$ cat src/rtl/chip_link_rx_pkg.sv
// Shared chip-link definitions: flit/word sizing helpers and the receive FSM state type.
// Defaults describe a 59-bit flit, 2 connections and 16-bit link words.
package chip_link_rx_pkg;

  function automatic int log2(input int value);
    int r;
    r = 0;
    for (int i = 0; i < 31; i++) begin
      if ((1 << i) < value) r = i + 1;
    end
    return r;
  endfunction

  function automatic int calc_dw(input int fw, input int connect);
    return fw + log2(connect);
  endfunction

  function automatic int calc_nword(input int dw, input int chipdata_width);
    return (dw + chipdata_width - 1) / chipdata_width;
  endfunction

  localparam int DW    = calc_dw(59, 2);
  localparam int NWORD = calc_nword(DW, 16);

  typedef enum logic {
    S_IDLE,
    S_ASSEMBLE
  } rx_state_e;

endpackage

$ cat src/rtl/chip_link_rx_if.sv
// Link-word input bus and reassembled-flit output bus of the chip link receiver.
// master = neighbour/downstream side, slave = receiver.
interface chip_link_rx_if #(
  parameter int CHIPDATA_WIDTH = 16,
  parameter int FLIT_W         = chip_link_rx_pkg::DW
);
  logic [CHIPDATA_WIDTH-1:0] recv_data_in;
  logic                      recv_data_valid;
  logic                      recv_data_par;
  logic                      recv_data_ready;
  logic [FLIT_W-1:0]         data_out;
  logic                      data_out_wr;
  logic                      send_fifo_full;

  modport master (
    output recv_data_in, recv_data_valid, recv_data_par, send_fifo_full,
    input  recv_data_ready, data_out, data_out_wr
  );

  modport slave (
    input  recv_data_in, recv_data_valid, recv_data_par, send_fifo_full,
    output recv_data_ready, data_out, data_out_wr
  );
endinterface

$ cat src/rtl/chip_link_rx_flit_fifo.sv
// Generic synchronous FIFO; write visible on the next cycle, head shown combinationally.
// Writes while full and reads while empty are ignored.
module flit_fifo #(
  parameter int WIDTH = 60,
  parameter int DEPTH = 4
) (
  input  logic             clk,
  input  logic             rst_n,
  input  logic             wr_en,
  input  logic [WIDTH-1:0] wr_dat,
  input  logic             rd_en,
  output logic [WIDTH-1:0] rd_dat,
  output logic             empty,
  output logic             full
);
  localparam int AW = (DEPTH > 1) ? $clog2(DEPTH) : 1;

  logic [WIDTH-1:0] mem [DEPTH];
  logic [AW-1:0]    wptr;
  logic [AW-1:0]    rptr;
  logic [AW:0]      count;
  logic             do_wr;
  logic             do_rd;

  assign empty  = (count == '0);
  assign full   = (count == (AW+1)'(DEPTH));
  assign do_wr  = wr_en && !full;
  assign do_rd  = rd_en && !empty;
  assign rd_dat = mem[rptr];

  // Power-of-two depth lets the pointers wrap by plain overflow.
  always_ff @(posedge clk or negedge rst_n) begin
    if (!rst_n) begin
      wptr  <= '0;
      rptr  <= '0;
      count <= '0;
      for (int i = 0; i < DEPTH; i++) mem[i] <= '0;
    end else begin
      if (do_wr) begin
        mem[wptr] <= wr_dat;
        wptr      <= wptr + 1'b1;
      end
      if (do_rd) rptr <= rptr + 1'b1;
      case ({do_wr, do_rd})
        2'b10:   count <= count + 1'b1;
        2'b01:   count <= count - 1'b1;
        default: count <= count;
      endcase
    end
  end
endmodule

$ cat src/rtl/chip_link_rx.sv
// Reassembles parity-checked link words (LSW first) into flits; flit writable 1 cycle after last word.
// recv_data_ready follows the registered FIFO occupancy; send_fifo_full holds flits in the FIFO.
module chip_link_rx
  import chip_link_rx_pkg::*;
#(
  parameter int FW             = 59,
  parameter int CONNECT        = 2,
  parameter int CHIPDATA_WIDTH = 16,
  parameter int DEPTH          = 4
) (
  input  logic                clk,
  input  logic                rst_n,
  chip_link_rx_if.slave       link,
  output logic                recv_data_err,
  output logic [7:0]          err_cnt
);
  localparam int FLIT_W = calc_dw(FW, CONNECT);
  localparam int WORDS  = calc_nword(FLIT_W, CHIPDATA_WIDTH);
  localparam int WCW    = (WORDS > 1) ? $clog2(WORDS) : 1;
  localparam int PACK_W = WORDS * CHIPDATA_WIDTH;

  rx_state_e                 state;
  logic [WCW-1:0]            wcnt;
  logic [CHIPDATA_WIDTH-1:0] word_buf [WORDS];
  logic [PACK_W-1:0]         flit_pack;
  logic                      accept;
  logic                      par_ok;
  logic                      last_word;
  logic                      push;
  logic                      pop;
  logic                      fifo_empty;
  logic                      fifo_full;

  assign link.recv_data_ready = !fifo_full;
  assign accept    = link.recv_data_valid && !fifo_full;
  assign par_ok    = (link.recv_data_par == ^link.recv_data_in);
  assign last_word = (wcnt == WCW'(WORDS - 1)) && (state == S_ASSEMBLE || WORDS == 1);
  assign push      = accept && par_ok && last_word;
  assign pop       = !fifo_empty && !link.send_fifo_full;
  assign link.data_out_wr = pop;

  // The incoming word fills the slot at wcnt so the flit can be pushed on its accepting edge.
  always_comb begin
    flit_pack = '0;
    for (int i = 0; i < WORDS; i++) begin
      flit_pack[i*CHIPDATA_WIDTH +: CHIPDATA_WIDTH] =
        (WCW'(i) == wcnt) ? link.recv_data_in : word_buf[i];
    end
  end

  generate
    if (PACK_W > FLIT_W) begin : g_pad
      logic unused_pad;
      assign unused_pad = ^flit_pack[PACK_W-1:FLIT_W];
    end
  endgenerate

  always_ff @(posedge clk or negedge rst_n) begin
    if (!rst_n) begin
      state         <= S_IDLE;
      wcnt          <= '0;
      recv_data_err <= 1'b0;
      err_cnt       <= '0;
      for (int i = 0; i < WORDS; i++) word_buf[i] <= '0;
    end else begin
      recv_data_err <= 1'b0;
      if (accept) begin
        if (!par_ok) begin
          // A corrupted word poisons the whole flit; resync on the next good word.
          state         <= S_IDLE;
          wcnt          <= '0;
          recv_data_err <= 1'b1;
          if (err_cnt != 8'hFF) err_cnt <= err_cnt + 8'd1;
        end else if (last_word) begin
          state <= S_IDLE;
          wcnt  <= '0;
        end else begin
          word_buf[wcnt] <= link.recv_data_in;
          wcnt           <= wcnt + 1'b1;
          state          <= S_ASSEMBLE;
        end
      end
    end
  end

  flit_fifo #(
    .WIDTH (FLIT_W),
    .DEPTH (DEPTH)
  ) u_flit_fifo (
    .clk    (clk),
    .rst_n  (rst_n),
    .wr_en  (push),
    .wr_dat (flit_pack[FLIT_W-1:0]),
    .rd_en  (pop),
    .rd_dat (link.data_out),
    .empty  (fifo_empty),
    .full   (fifo_full)
  );
endmodule

$ cat src/flat_wrapper.sv
// flat-port wrapper written by rule: the top's interface ports become plain ports
module chip_link_rx_flat import chip_link_rx_pkg::*;
#(
  parameter int FW             = 59,
  parameter int CONNECT        = 2,
  parameter int CHIPDATA_WIDTH = 16,
  parameter int DEPTH          = 4
)
  (clk, rst_n, recv_data_err, err_cnt, link_recv_data_in, link_recv_data_valid, link_recv_data_par, link_send_fifo_full, link_recv_data_ready, link_data_out, link_data_out_wr);
  chip_link_rx_if #(.CHIPDATA_WIDTH(CHIPDATA_WIDTH), .FLIT_W((60))) link_i ();
  input  logic clk;
  input  logic rst_n;
  output logic recv_data_err;
  output logic [7:0] err_cnt;
  input wire logic [$bits(link_i.recv_data_in)-1:0] link_recv_data_in;
  input wire logic [$bits(link_i.recv_data_valid)-1:0] link_recv_data_valid;
  input wire logic [$bits(link_i.recv_data_par)-1:0] link_recv_data_par;
  input wire logic [$bits(link_i.send_fifo_full)-1:0] link_send_fifo_full;
  output wire logic [$bits(link_i.recv_data_ready)-1:0] link_recv_data_ready;
  output wire logic [$bits(link_i.data_out)-1:0] link_data_out;
  output wire logic [$bits(link_i.data_out_wr)-1:0] link_data_out_wr;
  assign link_i.recv_data_in = link_recv_data_in;
  assign link_i.recv_data_valid = link_recv_data_valid;
  assign link_i.recv_data_par = link_recv_data_par;
  assign link_i.send_fifo_full = link_send_fifo_full;
  assign link_recv_data_ready = link_i.recv_data_ready;
  assign link_data_out = link_i.data_out;
  assign link_data_out_wr = link_i.data_out_wr;
  chip_link_rx #(.FW(FW), .CONNECT(CONNECT), .CHIPDATA_WIDTH(CHIPDATA_WIDTH), .DEPTH(DEPTH)) u_core (.clk(clk), .rst_n(rst_n), .link(link_i), .recv_data_err(recv_data_err), .err_cnt(err_cnt));
endmodule
$ cat config.mk
export PLATFORM = sky130hd
export DESIGN_NAME = chip_link_rx_flat
export DESIGN_NICKNAME = d
export VERILOG_FILES = /design/src/rtl/chip_link_rx_pkg.sv /design/src/rtl/chip_link_rx_if.sv /design/src/rtl/chip_link_rx_flit_fifo.sv /design/src/rtl/chip_link_rx.sv /design/src/flat_wrapper.sv
export SDC_FILE = /design/constraint.sdc
export NUM_CORES = 1
export LEC_CHECK = 0
export CORE_MARGIN = 10
export CORE_UTILIZATION = 40
export DETAILED_ROUTE_END_ITERATION = 8
export SETUP_SLACK_MARGIN = 0.05
export SLEW_MARGIN = 20
export SYNTH_ARGS = -nofsm -noshare
export SYNTH_HDL_FRONTEND = slang
export SYNTH_SLANG_ARGS = --single-unit
export TNS_END_PERCENT = 100
$ cat constraint.sdc
create_clock -name clk -period 7.8 [get_ports clk]
set_clock_uncertainty 0.15 [all_clocks]
set_input_delay 1.17 -clock clk [delete_from_list [all_inputs] [get_ports clk]]
set_output_delay 1.17 -clock clk [all_outputs]
set_load 0.02 [all_outputs]
### After elaboration in Yosys (flattened, before gate mapping)

Index checks and enable logic that the tools add are counted.

| cells by class | value |
|---|---|
| add/subtract/negate cells | 6 |
| multipliers | 0 |
| divide/modulo/power cells | 0 |
| magnitude comparators | 5 |
| equal/unequal tests | 9 |
| shift operators | 0 |
| mux-type cells | 20 |
| bitwise logic cells | 5 |
| reductions and logical operators | 18 |

Operators with widths:

| operator | number |
|---|---|
| 240-bit bitwise mux | 1 |
| 60-bit 2-to-1 mux | 3 |
| 60-bit binary-select mux with 2-bit select | 1 |
| 60-bit demux with 2-bit select | 1 |
| 64-bit bitwise mux | 1 |
| 16-bit 2-to-1 mux | 4 |
| 16-bit demux with 2-bit select | 1 |
| 16-bit parity | 1 |
| 12-bit 2-to-1 mux | 1 |
| 3-bit greater-or-equal comparator, second input constant | 3 |
| 1-bit logical AND | 9 |
| 2-bit NOT with 3-bit output | 3 |
| 8-bit by 1-bit adder with 8-bit output, second input constant | 1 |
| 8-bit inequality test, second input constant | 1 |
| 2-bit by 1-bit adder with 2-bit output, second input constant | 3 |
| 3-bit by 1-bit < comparator with 1-bit output, second input constant | 2 |
| 3-bit case mux with 2 select lines | 1 |
| 3-bit AND reduction | 2 |
| 2-bit == test, first input constant | 2 |
| 2-bit == test, second input constant | 2 |
| 1-bit 2-to-1 mux | 4 |
| 2-bit 2-to-1 mux | 2 |
| 3-bit by 1-bit adder with 3-bit output, second input constant | 1 |
| 3-bit == test, second input constant | 1 |
| other kinds (9) | 12 |

| word-level totals | value |
|---|---|
| bits in registers | 323 |
| bits in latches | 0 |
| RAM bits | 0 |
| ROM bits | 0 |
| output and inout bits | 71 |
| memories | 0 |

### Longest topological paths before layout

| depth | value |
|---|---|
| depth after elaboration | 8 |
| mapped depth | 13 |
| mapped depth without buffers | 11 |

### Cells and area by module

From an unflattened synthesis, not the netlist that was laid out.

| second synthesis, totals | value |
|---|---|
| cell total of the unflattened synthesis | 902 |
| area total of the unflattened synthesis | 14679.1 sq um |

By module, submodules not included:

| module | instances | cells each | area each (sq um) | seq. area each (sq um) |
|---|---|---|---|---|
| flit_fifo | 1 | 618 | 10870.4 | 6180.9 |
| chip_link_rx | 1 | 284 | 3808.7 | 1801.7 |

### Worst setup path before layout

Ideal clock, no wire load.

| timing path | value |
|---|---|
| path type | input to register |
| from | in link_recv_data_in[11] |
| to | reg u_core.u_flit_fifo.count[2] |
| library setup time | 0.125 ns |
| arrival | 3.528 ns |
| data required time | 7.525 ns |
| path slack | 3.996 ns |
| stages | 13 |
| buffers on the path | 2 |
| path through | clkbuf_2 xor2_1 xnor3_1 xnor3_1 buf_4 nor3_1 inv_1 ha_1 inv_1 fa_1 xor2_1 nor2_1 xor2_1 |

| on the way | value |
|---|---|
| word-level cells in the longest chain between the ends | 7 |

RTL lines:

| element | line | source |
|---|---|---|
| start, declared | flat_wrapper.sv:15 | `input wire logic [$bits(link_i.recv_data_in)-1:0] link_recv_data_in;` |
| 16-bit parity * | chip_link_rx.sv:36 | `assign par_ok = (link.recv_data_par == ^link.recv_data_in);` |
| 1-bit == test * | chip_link_rx.sv:36 |  |
| 1-bit logical AND * (2 in a row) | chip_link_rx.sv:38 | `assign push = accept && par_ok && last_word;` |
| 1-bit logical AND * | chip_link_rx_flit_fifo.sv:27 | `assign do_wr = wr_en && !full;` |
| 2-bit by 1-bit == test with 1-bit output / 2-bit == test (equally long branches) | chip_link_rx_flit_fifo.sv:44 | `case ({do_wr, do_rd})` |
| 3-bit case mux with 2 select lines / 2-bit nonzero test (equally long branches) | n/a |  |
| end signal, assigned | chip_link_rx_flit_fifo.sv:45 | `2'b10: count <= count + 1'b1;` |
| end signal, assigned | chip_link_rx_flit_fifo.sv:46 | `2'b01: count <= count - 1'b1;` |
| end signal, assigned | chip_link_rx_flit_fifo.sv:47 | `default: count <= count;` |
| end, declared | chip_link_rx_flit_fifo.sv:21 | `logic [AW:0] count;` |

Every way passes the cells marked *; elsewhere a longest branch is shown, timed or not.
A chain may end at the register's enable or synchronous reset.

### Final worst setup path

| timing path | value |
|---|---|
| from | reg u_core.u_flit_fifo.rptr[0] |
| to | out link_data_out[59] |

| on the way | value |
|---|---|
| word-level cells in the longest chain between the ends | 4 |

RTL lines:

| element | line | source |
|---|---|---|
| start, declared | chip_link_rx_flit_fifo.sv:20 | `logic [AW-1:0] rptr;` |
| start signal, assigned | chip_link_rx_flit_fifo.sv:43 | `if (do_rd) rptr <= rptr + 1'b1;` |
| 2-bit NOT with 3-bit output (implied by the code) | chip_link_rx_flit_fifo.sv:29 | `assign rd_dat = mem[rptr];` |
| 60-bit binary-select mux with 2-bit select | chip_link_rx_flit_fifo.sv:29 |  |
| 60-bit 2-to-1 mux (implied by the code) (2 in a row) | chip_link_rx_flit_fifo.sv:29 |  |
| end, declared | flat_wrapper.sv:20 | `output wire logic [$bits(link_i.data_out)-1:0] link_data_out;` |

Every way passes these cells. The select of a mux whose other input is x is not followed.

==> impl_metrics.tcl <==
set metrics [dict create \
    status "finished, final reports clean" \
    drc 0 \
    grt_use_total_pct 15.2 \
    synth_area_leaders "dfrtp_1 55%, mux2_2 22%, mux4_2 9.3%, mux2_1 5.6%, buf_4 1.2%" \
    num_rows 69 \
    crit_buf_inv 2 \
    synthFlopType "dfrtp_1" \
    grt-busiest-layer "met2" \
    power_density_mw_per_mm2 331 \
    hpwl_um 20700 \
    setup_violations 0 \
    cp-start-kind "register" \
    synth_most_common_cell "dfrtp_1" \
    worstSetupPathType "register to primary output" \
    required_ns 6.48 \
    slowest_delay_ns 1.03 \
    grt_setup_unrepaired "false" \
    fin_crit_sh_pct 59.4 \
    tightest_slew_ns 1.12 \
    critical-path-top-delay-family "buffers and inverters" \
    critical_path.endpoint_type "primary output" \
    die_area_mm2 0.0443 \
    fp.coreArea_mm2 0.0357 \
    worst_hold_path_type "register to register" \
    cp_data_arrival_time_ns 3.31 \
    grt_max_degree 128 \
    ys_ff_latch 319 \
    final_antenna_net_count 0 \
    p_clk_share_pct 30.6 \
    io_buffers 91 \
    pin_count 92 \
    grt_pass1_vias 8371 \
    fin_util_pct 47.8 \
    cts.root.buffer_cell "clkbuf_16" \
    peakVddDrop_mv 0.150 \
    grt-ovfl-total 0 \
    netlist_top_cells_count "319 x dfrtp_1, 290 x mux2_2, 72 x mux2_1" \
    synthCells 902 \
    holdWs_ns 0.330 \
    cts_tree "yes" \
    clkLatencyLatePin_ns 0.51 \
    wire_per_inst_um 22.7 \
    drive_above_1_share_pct 43.2 \
    synth_edf_count 0 \
    die_height_um 211 \
    ys_warn_count 0 \
    seqPwrFrac_pct 40.0 \
    first_pass_iters 4 \
    yosysTopAreaCellShare_pct 55.0 \
    grtUsageMet2_pct 24.1 \
    fmax_ghz 0.216 \
    tns_ns 0 \
    n_antenna_cell 0 \
    antenna_found_initial 0 \
    cts_sinks 319 \
    p_leak_nw 7.92 \
    p_int_mw 3.87 \
    p_sw_share_pct 31.4 \
    slowest_stage "dfrtp_4" \
    n_fill_cell 3132 \
    relSlewSlack_pct 25.3 \
    grt_use_met1_pct 21.4 \
    slew_violations 0 \
    fp.dieW_um 211 \
    place.gp.congestion 0.742 \
    fin_ws_ns 3.17 \
    path_clk_slew_ns 0.06 \
    netlist_area_mm2 0.0145 \
    post_cts_buffers 0 \
    worstPathMaxFanout 43 \
    synth_area_per_cell_um2 16.1 \
    ys_seq_area_share_pct 55.0 \
    drt-vias-per-instance 5.32 \
    cts_made_buffers 36 \
    dp_slack_ns 2.81 \
    met3_usage_pct 2.72 \
    crit_chain "buf_4 -> mux4_2 -> clkdlybuf4s50_1" \
    totalWireLength_um 33300 \
    vias 7808 \
    finalCriticalPeriod_ns 4.63 \
    drt_iter0_markers 397 \
    cts_buffer_depth 3 \
    holdBufCountCts 0 \
    start_util_pct 40.7 \
    fin_nets 1014 \
    synth_cell_types 33 \
    comb_power_share_pct 29.4 \
    area_delta_synth_final_pct 17.3 \
    power_switching_mw 1.77 \
    synth_top_area_cell "dfrtp_1" \
    synth_fp_nets 934 \
    grt_pass1_wl_um 52500 \
    htreeDepth 2 \
    synth_async_sr_flop_share_pct 100 \
    hold_viol 0 \
    drv_cap 0 \
    cts_resized 0 \
]
==> layer usage <==
layer  share of wire, %  vias to the layer above
met5                  0                        -
li1                   -                     3453
met3                3.4                       31
met4                1.2                        0
met1                 48                     4217
met2                 47                      107
==> kinds of logic after synthesis <==
family,synth area share (%)
mux,37.5
flops,55.0
buf+inv,2.60
simple gates,1.91
xor+xnor,1.83
fa+ha+maj,1.00
compound gates,0.215
==> through the flow <==
stage	cell area, um2	power, mW	cells
finish	17000	5.64	1468
detailed placement	15800	3.97	1404
floorplan	14500	3.36	902
global placement	15800	3.95	1404
global route	17000	5.95	1468
CTS	17000	5.72	1467
==> placed cells by master, fill, tap and decap left out, types with 4 or more instances in the layout <==
| cell | synthesis | final |
|---|---|---|
| clkbuf_1 | 21 | 6 |
| clkdlybuf4s50_1 | 0 | 90 |
| clkbuf_16 | 0 | 37 |
| mux4_2 | 60 | 60 |
| dfrtp_1 | 319 | 317 |
| clkbuf_8 | 0 | 9 |
| xnor3_1 | 4 | 4 |
| ha_1 | 10 | 10 |
| clkinv_2 | 0 | 6 |
| nand2_1 | 10 | 10 |
| nor3_1 | 5 | 4 |
| nand3_1 | 11 | 11 |
| mux2_1 | 72 | 72 |
| inv_1 | 10 | 10 |
| xnor2_1 | 13 | 13 |
| buf_4 | 23 | 13 |
| nor2_1 | 5 | 5 |
| xor2_1 | 7 | 7 |
| mux2_2 | 290 | 290 |
==> layout make-up <==
class	count	area [um2]	area share (%)
clock buffer	52	1070	6.29
tap	461	577	3.39
sequential	319	7990	46.9
inverter	10	37.5	0.220
multi-input combinational	509	6160	36.2
timing repair buffer	106	1060	6.23
clock inverter	11	138	0.808
==> worst paths after layout <==
check / slack, ns / cells past startpoint / to / startpoint
max: 3.17 / 3 / link_data_out[59] / u_core.u_flit_fifo.rptr[0]
min: 0.33 / 1 / u_core.u_flit_fifo.mem[12] / u_core.u_flit_fifo.mem[12]
max reg2reg: 4.51 / 5 / u_core.u_flit_fifo.mem[96] / u_core.wcnt[0]
min reg2reg: 0.33 / 1 / u_core.u_flit_fifo.mem[12] / u_core.u_flit_fifo.mem[12]
max in group asynchronous: 5.36 / 3 / u_core.word_buf[22] / rst_n
min in group asynchronous: 0.37 / 1 / u_core.wcnt[0] / rst_n
==> power groups by stage <==
| stage | Sequential (mW) | Clock, mW | Combinational, mW |
|---|---|---|---|
| 3_3_place_gp | 2.28 | 0 | 1.67 |
| 3_5_place_dp | 2.29 | 0 | 1.68 |
| 6_report | 2.26 | 1.72 | 1.66 |
| 2_1_floorplan | 2.18 | 0 | 1.18 |
| 4_1_cts | 2.26 | 1.77 | 1.69 |
| 5_1_grt | 2.32 | 1.84 | 1.79 |
==> sequential cells by signal, summed over array words and instances (netlist names) <==
| register | flops |
|---|---|
| u_core.u_flit_fifo.mem | 240 |
| u_core.err_cnt | 8 |
| u_core.u_flit_fifo.wptr | 2 |
| u_core.wcnt | 2 |
| u_core.state | 1 |
| u_core.recv_data_err | 1 |
| u_core.u_flit_fifo.rptr | 2 |
| u_core.word_buf | 60 |
| u_core.u_flit_fifo.count | 3 |
No activity file was read; power rests on OpenSTA's default activity.
